`config.mk`:
```
export PLATFORM = sky130hd
export DESIGN_NAME = asi_usr_arb
export DESIGN_NICKNAME = d
export VERILOG_FILES = /design/src/rtl/asi_pkg.sv /design/src/rtl/asi_arb_pick.sv /design/src/rtl/asi_usr_arb.sv
export SDC_FILE = /design/constraint.sdc
export NUM_CORES = 1
export LEC_CHECK = 0
export BUFFER_PORTS_ARGS = -buffer_cell sky130_fd_sc_hd__buf_2
export CAP_MARGIN = 40
export CELL_PAD_IN_SITES_DETAIL_PLACEMENT = 0
export CELL_PAD_IN_SITES_GLOBAL_PLACEMENT = 1
export CORE_AREA = 2 2 152 154
export DETAILED_ROUTE_END_ITERATION = 10
export DIE_AREA = 0 0 154 156
export PLACE_DENSITY = 0.59
export SLEW_MARGIN = 20
export SYNTH_ARGS = -nofsm -noshare
export SYNTH_HDL_FRONTEND = slang
export SYNTH_SLANG_ARGS = --single-unit
export TNS_END_PERCENT = 5
```
`constraint.sdc`:
```
create_clock -name usr_clk -period 4.45 [get_ports usr_clk]
set_input_delay 0.89 -clock usr_clk [delete_from_list [all_inputs] [get_ports usr_clk]]
set_output_delay 0.89 -clock usr_clk [all_outputs]
set_load 0.005 [all_outputs]
```
`src/rtl/asi_pkg.sv`:
```
// Shared definitions for the ASI user-side arbiter: arbitration modes,
// arbiter state encoding and the last-served marker.
package asi_pkg;

  localparam int unsigned ARB_WPRI = 0;
  localparam int unsigned ARB_RPRI = 1;
  localparam int unsigned ARB_RR   = 2;

  typedef enum logic [2:0] {
    StIdle   = 3'd0,
    StROwn   = 3'd1,
    StRBurst = 3'd2,
    StWOwn   = 3'd3,
    StWBurst = 3'd4
  } arb_st_t;

  // Which engine completed the most recent burst (round-robin memory).
  typedef enum logic {
    SrvRd = 1'b0,
    SrvWr = 1'b1
  } srv_t;

endpackage

```
`src/rtl/asi_arb_pick.sv`:
```
// Combinational arbitration between the read and write engines.
module asi_arb_pick
  import asi_pkg::*;
(
  input  logic       rreq,
  input  logic       wreq,
  input  logic [1:0] mode,
  input  srv_t       last_srv,
  output logic       pick_r,
  output logic       pick_w
);

  // Single requester always wins; ties resolved by the configured mode.
  always_comb begin
    pick_r = 1'b0;
    pick_w = 1'b0;
    if (rreq && wreq) begin
      if (mode == 2'(ARB_RPRI)) begin
        pick_r = 1'b1;
      end else if (mode == 2'(ARB_RR)) begin
        // Favour the side that was not served last.
        pick_r = (last_srv == SrvWr);
        pick_w = (last_srv == SrvRd);
      end else begin
        pick_w = 1'b1;
      end
    end else begin
      pick_r = rreq;
      pick_w = wreq;
    end
  end

endmodule

```
`src/rtl/asi_usr_arb.sv`:
```
// Burst-level arbiter between the ASI read and write engines, steering the
// owning engine's beats onto a single-port memory interface.
module asi_usr_arb
  import asi_pkg::*;
#(
  parameter int unsigned AXI_DW     = 128,
  parameter int unsigned AXI_AW     = 32,
  parameter int unsigned AXI_WSTRBW = AXI_DW / 8,
  parameter int unsigned ASI_ARB    = ARB_WPRI
) (
  input  logic                  usr_clk,
  input  logic                  usr_reset,
  input  logic                  usr_rrequest,
  output logic                  usr_rgrant,
  input  logic                  usr_re,
  input  logic                  usr_rlast,
  input  logic [AXI_AW-1:0]     usr_raddr,
  input  logic                  usr_wrequest,
  output logic                  usr_wgrant,
  input  logic                  usr_we,
  input  logic                  usr_wlast,
  input  logic [AXI_AW-1:0]     usr_waddr,
  input  logic [AXI_DW-1:0]     usr_wdata,
  input  logic [AXI_WSTRBW-1:0] usr_wstrb,
  output logic                  mem_en,
  output logic                  mem_wr,
  output logic [AXI_AW-1:0]     mem_addr,
  output logic [AXI_DW-1:0]     mem_wdata,
  output logic [AXI_WSTRBW-1:0] mem_wstrb,
  output logic                  arb_err
);

  arb_st_t state_q, state_d, pick_st;
  srv_t    last_srv_q, last_srv_d;
  logic    arb_err_q, arb_err_d;
  logic    pick_r, pick_w;
  logic    r_done, w_done;

  assign usr_rgrant = (state_q == StROwn) || (state_q == StRBurst);
  assign usr_wgrant = (state_q == StWOwn) || (state_q == StWBurst);
  assign arb_err    = arb_err_q;

  // A burst completes only when its owner presents the last beat.
  assign r_done = usr_rgrant & usr_re & usr_rlast;
  assign w_done = usr_wgrant & usr_we & usr_wlast;

  // Round-robin memory follows the burst completing this cycle, so the
  // hand-over pick already sees the updated value.
  always_comb begin
    last_srv_d = last_srv_q;
    if (r_done) begin
      last_srv_d = SrvRd;
    end else if (w_done) begin
      last_srv_d = SrvWr;
    end
  end

  asi_arb_pick u_pick (
    .rreq     (usr_rrequest),
    .wreq     (usr_wrequest),
    .mode     (2'(ASI_ARB)),
    .last_srv (last_srv_d),
    .pick_r   (pick_r),
    .pick_w   (pick_w)
  );

  assign pick_st = pick_r ? StROwn : (pick_w ? StWOwn : StIdle);

  // Ownership FSM: a grant is held from first beat until the last beat.
  always_comb begin
    state_d = state_q;
    unique case (state_q)
      StIdle: state_d = pick_st;
      StROwn: begin
        if (usr_re) begin
          state_d = usr_rlast ? pick_st : StRBurst;
        end else if (!usr_rrequest) begin
          state_d = pick_st;
        end
      end
      StRBurst: if (usr_re && usr_rlast) state_d = pick_st;
      StWOwn: begin
        if (usr_we) begin
          state_d = usr_wlast ? pick_st : StWBurst;
        end else if (!usr_wrequest) begin
          state_d = pick_st;
        end
      end
      StWBurst: if (usr_we && usr_wlast) state_d = pick_st;
      default:  state_d = StIdle;
    endcase
  end

  // Sticky error: any beat (including a qualified last beat) without ownership.
  always_comb begin
    arb_err_d = arb_err_q | (usr_re & ~usr_rgrant) | (usr_we & ~usr_wgrant);
  end

  // Memory port steering, gated by the registered grants.
  always_comb begin
    mem_en    = 1'b0;
    mem_wr    = 1'b0;
    mem_addr  = '0;
    mem_wdata = '0;
    mem_wstrb = '0;
    if (usr_rgrant) begin
      mem_en   = usr_re;
      mem_addr = usr_raddr;
    end else if (usr_wgrant) begin
      mem_en    = usr_we;
      mem_wr    = 1'b1;
      mem_addr  = usr_waddr;
      mem_wdata = usr_wdata;
      mem_wstrb = usr_wstrb;
    end
  end

  // State registers with synchronous reset; reset aborts any burst at once.
  always_ff @(posedge usr_clk) begin
    if (usr_reset) begin
      state_q    <= StIdle;
      last_srv_q <= SrvWr;
      arb_err_q  <= 1'b0;
    end else begin
      state_q    <= state_d;
      last_srv_q <= last_srv_d;
      arb_err_q  <= arb_err_d;
    end
  end

endmodule
```
# [Word-level counts from Yosys, hierarchy flattened]
# Index checks and enable logic that the tools add are counted.
[op_classes] addsub=0 multipliers=0 div=0 magnitude_cmp=0 n_eq_ne=8 shifts=0 n_mux=23 bitwise=6 reduce_logical=7
[ops] op="$mux W128" n=2
[ops] op="$mux W32" n=2
[ops] op="$mux W16" n=2
[ops] op="$mux W3" n=7
[ops] op="$pmux W3 S5" n=1
[ops] op="$eq A3 B2 Y1 const B" n=2
[ops] op="$mux W1" n=6
[ops] op="$mux W2" n=3
[ops] op="$ne A3 B3 Y1 const B" n=2
[ops] op="$ne A2 B1 Y1 const B" n=2
[ops] op="$reduce_and A4 Y1" n=1
[ops] op="$eq A3 B1 Y1 const B" n=1
[ops] op="$eq A3 B3 Y1 const B" n=1
[ops] op="$logic_and A1 B1 Y1" n=3
[ops] op="$logic_not A3 Y1" n=1
[ops] op="$and A1 B1 Y1" n=2
[ops] op="$logic_or A1 B1 Y1" n=2
[ops] op="$not A1 Y1" n=2
[ops] op="$or A1 B1 Y1" n=2
[word_totals] regBits=4 latch_bits=0 mem_bits_rw=0 romBits=0 input_bits=216 out_inout_bits=181 wordCells=46 n_memories=0

# [Depth between registers and ports, before layout]
[logic_depth] depth_word=7 ltp_mapped=6 depth_no_buf=4

# [Cells and area by module]
# From an unflattened synthesis, not the netlist that was laid out.
[hier_totals] cells_unflattened=250 area_unflattened_um2=1711.6
[by_module_without_submodules] module="asi_usr_arb" n_inst=1 cells_per_inst=244 area_per_inst_um2=1672.9 seq_area_each_um2=100.1
[by_module_without_submodules] module="asi_arb_pick" n_inst=1 cells_per_inst=6 area_per_inst_um2=38.8 seq_area_each_um2=0.0

# [Least setup slack after synthesis]
# OpenSTA, ideal clock, no wires.
[synth_path] path_type="flip-flop to output port" start="register state_q[2]" end="output port mem_addr[16]" t_arrival_ns=1.313 t_required_ns=3.560 path_slack_ns=2.247 path_stages_with_launch=7 n_path_buf=3 cell_sequence="dfxtp_1 buf_2 nor2b_4 mux2_4 buf_6 buf_6 a22o_1"
[synth_via] elab_chain_len=4 elab_cells_between_ends=8 classes_between="eq/ne (4); mux (2); reduce/logical (2)"
[synth_lines] item="start, declared" line="asi_usr_arb.sv:33" source="arb_st_t state_q, state_d, pick_st;"
[synth_lines] item="start signal, assigned" line="asi_usr_arb.sv:121" source="state_q <= StIdle;"
[synth_lines] item="start signal, assigned" line="asi_usr_arb.sv:125" source="state_q <= state_d;"
[synth_lines] item="$eq A3 B2 Y1 / $eq A3 B3 Y1 (equally long branches)" line="asi_usr_arb.sv:40" source="assign usr_wgrant = (state_q == StWOwn) || (state_q == StWBurst);"
[synth_lines] item="$logic_or A1 B1 Y1" line="asi_usr_arb.sv:40"
[synth_lines] item="$mux W32" line="asi_usr_arb.sv:109" source="end else if (usr_wgrant) begin"
[synth_lines] item="$mux W32 (*)" line="asi_usr_arb.sv:106" source="if (usr_rgrant) begin"
[synth_lines] item="end, declared" line="asi_usr_arb.sv:27" source="output logic [AXI_AW-1:0] mem_addr,"
# Mark *: on every way between the ends. The rest lies on a longest branch, timed or not.

# [Final worst setup path]
[layout_path] start="register state_q[1]" end="output port mem_wdata[55]"
[layout_via] elab_chain_len=4 elab_cells_between_ends=8 classes_between="eq/ne (4); mux (2); reduce/logical (2)"
[layout_lines] item="$eq A3 B2 Y1 / $eq A3 B3 Y1 (equally long branches)" line="asi_usr_arb.sv:40"
[layout_lines] item="$logic_or A1 B1 Y1" line="asi_usr_arb.sv:40"
[layout_lines] item="$mux W128" line="asi_usr_arb.sv:109"
[layout_lines] item="$mux W128 (*)" line="asi_usr_arb.sv:106"
[layout_lines] item="end, declared" line="asi_usr_arb.sv:28" source="output logic [AXI_DW-1:0] mem_wdata,"
# Marks and branches as above.

==> results by group <==
Timing
  – Clock skew: between 5 and 6 ps
  – Endpoints failing setup: 0
  – Worst-Margin Slew: about 450 ps
  – Final worst path period need: about 3000 ps
  – Period utilisation layout: approximately two thirds
  – PnR worst setup slack: 1410 ps
  – Relative slew slack: between 70% and 80%
  – Number of hold violations in the final report: 0
  – Max Freq: between 0.3 and 0.4 GHz
  – RSZ-0062 raised after global routing: no
  – TNS Setup: 0 ps
  – Final Slew Violations: 0

Routing
  – Final routed DRC violation total: 0
  – Routed wire length: about 12,000 um
  – Pre-antenna DRT Iters: 4
  – DR vias: 3,102
  – Avg WL per Cell: between 10 and 15 um
  – Initial DRC Count: 150
  – Antenna viol nets, final: 0
  – DR vias/cell: around 3.4

Floorplanning
  – Row cnt: 55
  – Starting Density: about 7.4%
  – Die ar.: ~0.024 mm2
  – I/O pin count: a little under 400
  – Die H: ~160 um
  – Core Area: approximately 0.022 mm2
  – Die span in x: 154 um

Yosys
  – Top FF cell, synth: dfxtp_1
  – Average cell area after synthesis: roughly 6.9 um2
  – Yosys warnings: 0
  – Dominant cells by area after synthesis: and2_1, a22o_1, dfxtp_1, clkbuf_2, buf_6
  – Mapped Cells: 240
  – EDFF count, synth: 0
  – Flops & latches, synth: 4
  – Synth top area share: 54.5%
  – Top-count cell post-synth: and2_1
  – Sequential share of the synthesized area: ~4.8%
  – Post-synth ARST share: 0%
  – Dominant cell type by area after synthesis: and2_1
  – Syn nets: ~460
  – Post-synthesis cell area: roughly 0.0017 mm2
  – Distinct cells, synth: 31
  – Synth top cells by count: and2_1, a22o_1, clkbuf_2

Critical path
  – Crit-path max FO: 60
  – Worst path max stage delay: ~480 ps
  – Nature of the critical path endpoint: output port
  – CP max-delay cell: dfxtp_1
  – Critical-path cell list: nor2b_2, mux2_4, buf_4, and2_1, buf_2
  – Critical Path Source Type: flop
  – Crit path required time: 3560 ps
  – CP Class: reg2out
  – Worst Path Arrival: between 2000 and 2500 ps
  – FF-to-FF path depth: 5

Global route
  – M1 GR Usage: between 10% and 20%
  – GRT Resource Usage Total: 8.86%
  – Initial antenna violation count: 1
  – Largest net degree at the start of global routing: 92
  – M2 GR Usage: ~16%
  – First-pass GRT wire length: roughly 17,000 um
  – Vias in the first global route: 2,918
  – GR Util met3: approximately 1.3%
  – Overflow after GRT: 0
  – Most used routing layer: met2

Clock tree
  – Root Driver: clkbuf_16
  – CTS HTree Levels: 1
  – Hold Buf Count CTS: 0
  – CTS tree: done
  – Clock Latency Late Sink: about 230 ps
  – Clock sinks: 4
  – Setup bufs post-CTS: 0
  – CTS clk-pin slew, worst paths: 30 ps
  – Post_cts resized: 0
  – Clock buffer depth: 2
  – Num CTS Buffers: 3

Flow run
  – Max-Cap Viols: 0

Placed design
  – Pre-CTS setup slack: 1600 ps
  – DPL Wire Length: 10,600 um
  – PortBufs: about 400
  – Gpl congestion: between 0.8 and 0.9

Final layout
  – Layout cells sized above 1: between 60% and 70%
  – Area grow syn2layout: 140%
  – Nets: 836

Power and ir drop
  – PwrDens: between 100 and 150 mW/mm2
  – LEAKAGE: ~2.5 nW
  – Peak supply drop: between 200 and 250 uV

Run status
  – Status: completed

Hold path
  – Hold Crit Depth: 1
  – HP Class: reg2reg
sequential cells by signal (all words and copies together), names as in the netlist:
register,flops
arb_err,1
state_q,3
stage by stage:
stage | instance area [um2] | power [mW] | instances | util, % | hold WS, ps
CTS | 3960 | 0.595 | 903 | 17.7 | 481
floorplan | 1650 | 0.223 | 240 | - | 481
global route | 3970 | 0.626 | 904 | 17.7 | 496
detailed placement | 3890 | 0.447 | 900 | 17.4 | 478
global placement | 3890 | 0.447 | 900 | 17.4 | 467
finish | 3970 | 0.584 | 904 | 17.7 | 477
power breakdown:
group          switching (mW)  internal, mW
combinational           0.176         0.217
sequential            0.00700        0.0395
clock                  0.0291         0.115
total                   0.212         0.372
worst paths after layout:
check	from	endpoint	slack (ps)
min reg2reg	arb_err$_SDFF_PP0_	arb_err$_SDFF_PP0_	480
min	arb_err$_SDFF_PP0_	arb_err$_SDFF_PP0_	480
max	state_q[1]$_SDFFE_PP0P_	mem_wdata[55]	1410
max reg2reg	state_q[1]$_SDFFE_PP0P_	arb_err$_SDFF_PP0_	2500
layout make-up:
| cell class | count | area [um2] |
|---|---|---|
| inverters | 2 | 7.51 |
| fillers | 2601 | 18400 |
| multi-input cells | 210 | 1430 |
| diodes | 1 | 2.50 |
| clock buffers | 3 | 75.1 |
| well taps | 285 | 357 |
| flip-flops and latches | 4 | 80.1 |
| repair buffers | 399 | 2020 |
kinds of logic (layout without fill, tap and decap cells):
logic type	Yosys count	count (layout)	share of synthesized area (%)
other cells	0	1	0
mux	3	3	2.27
buf+inv	26	404	8.93
xor+xnor	1	1	0.530
compound gates	45	45	23.0
simple gates	161	161	60.4
flops	4	4	4.84
metal layers:
metal,wire (um),share of wire (%)
met1,5180,42
met3,1000,8.2
met4,127,1.0
met5,0,0
met2,5980,49
cells in the final DEF, fill, tap and decap left out, types with 2 or more instances in the layout:
| cell type | Yosys | routed |
|---|---|---|
| a22o_1 | 33 | 33 |
| and2_1 | 144 | 144 |
| buf_2 | 7 | 396 |
| buf_4 | 0 | 2 |
| clkbuf_16 | 0 | 3 |
| dfxtp_1 | 4 | 4 |
| inv_1 | 2 | 2 |
| mux2_2 | 2 | 2 |
| nand2_1 | 4 | 4 |
| nor2_1 | 4 | 4 |
| nor2b_1 | 2 | 2 |
| o21ai_0 | 3 | 3 |
worst max-delay path, delay by kind of cell (launching register included):
kind	cells	cell delay (ps)
buffers and inverters	2	590
and+or+nand+nor	2	450
DFF	1	480
muxes	1	360
Note: power is estimated with default switching activity, not from simulation.
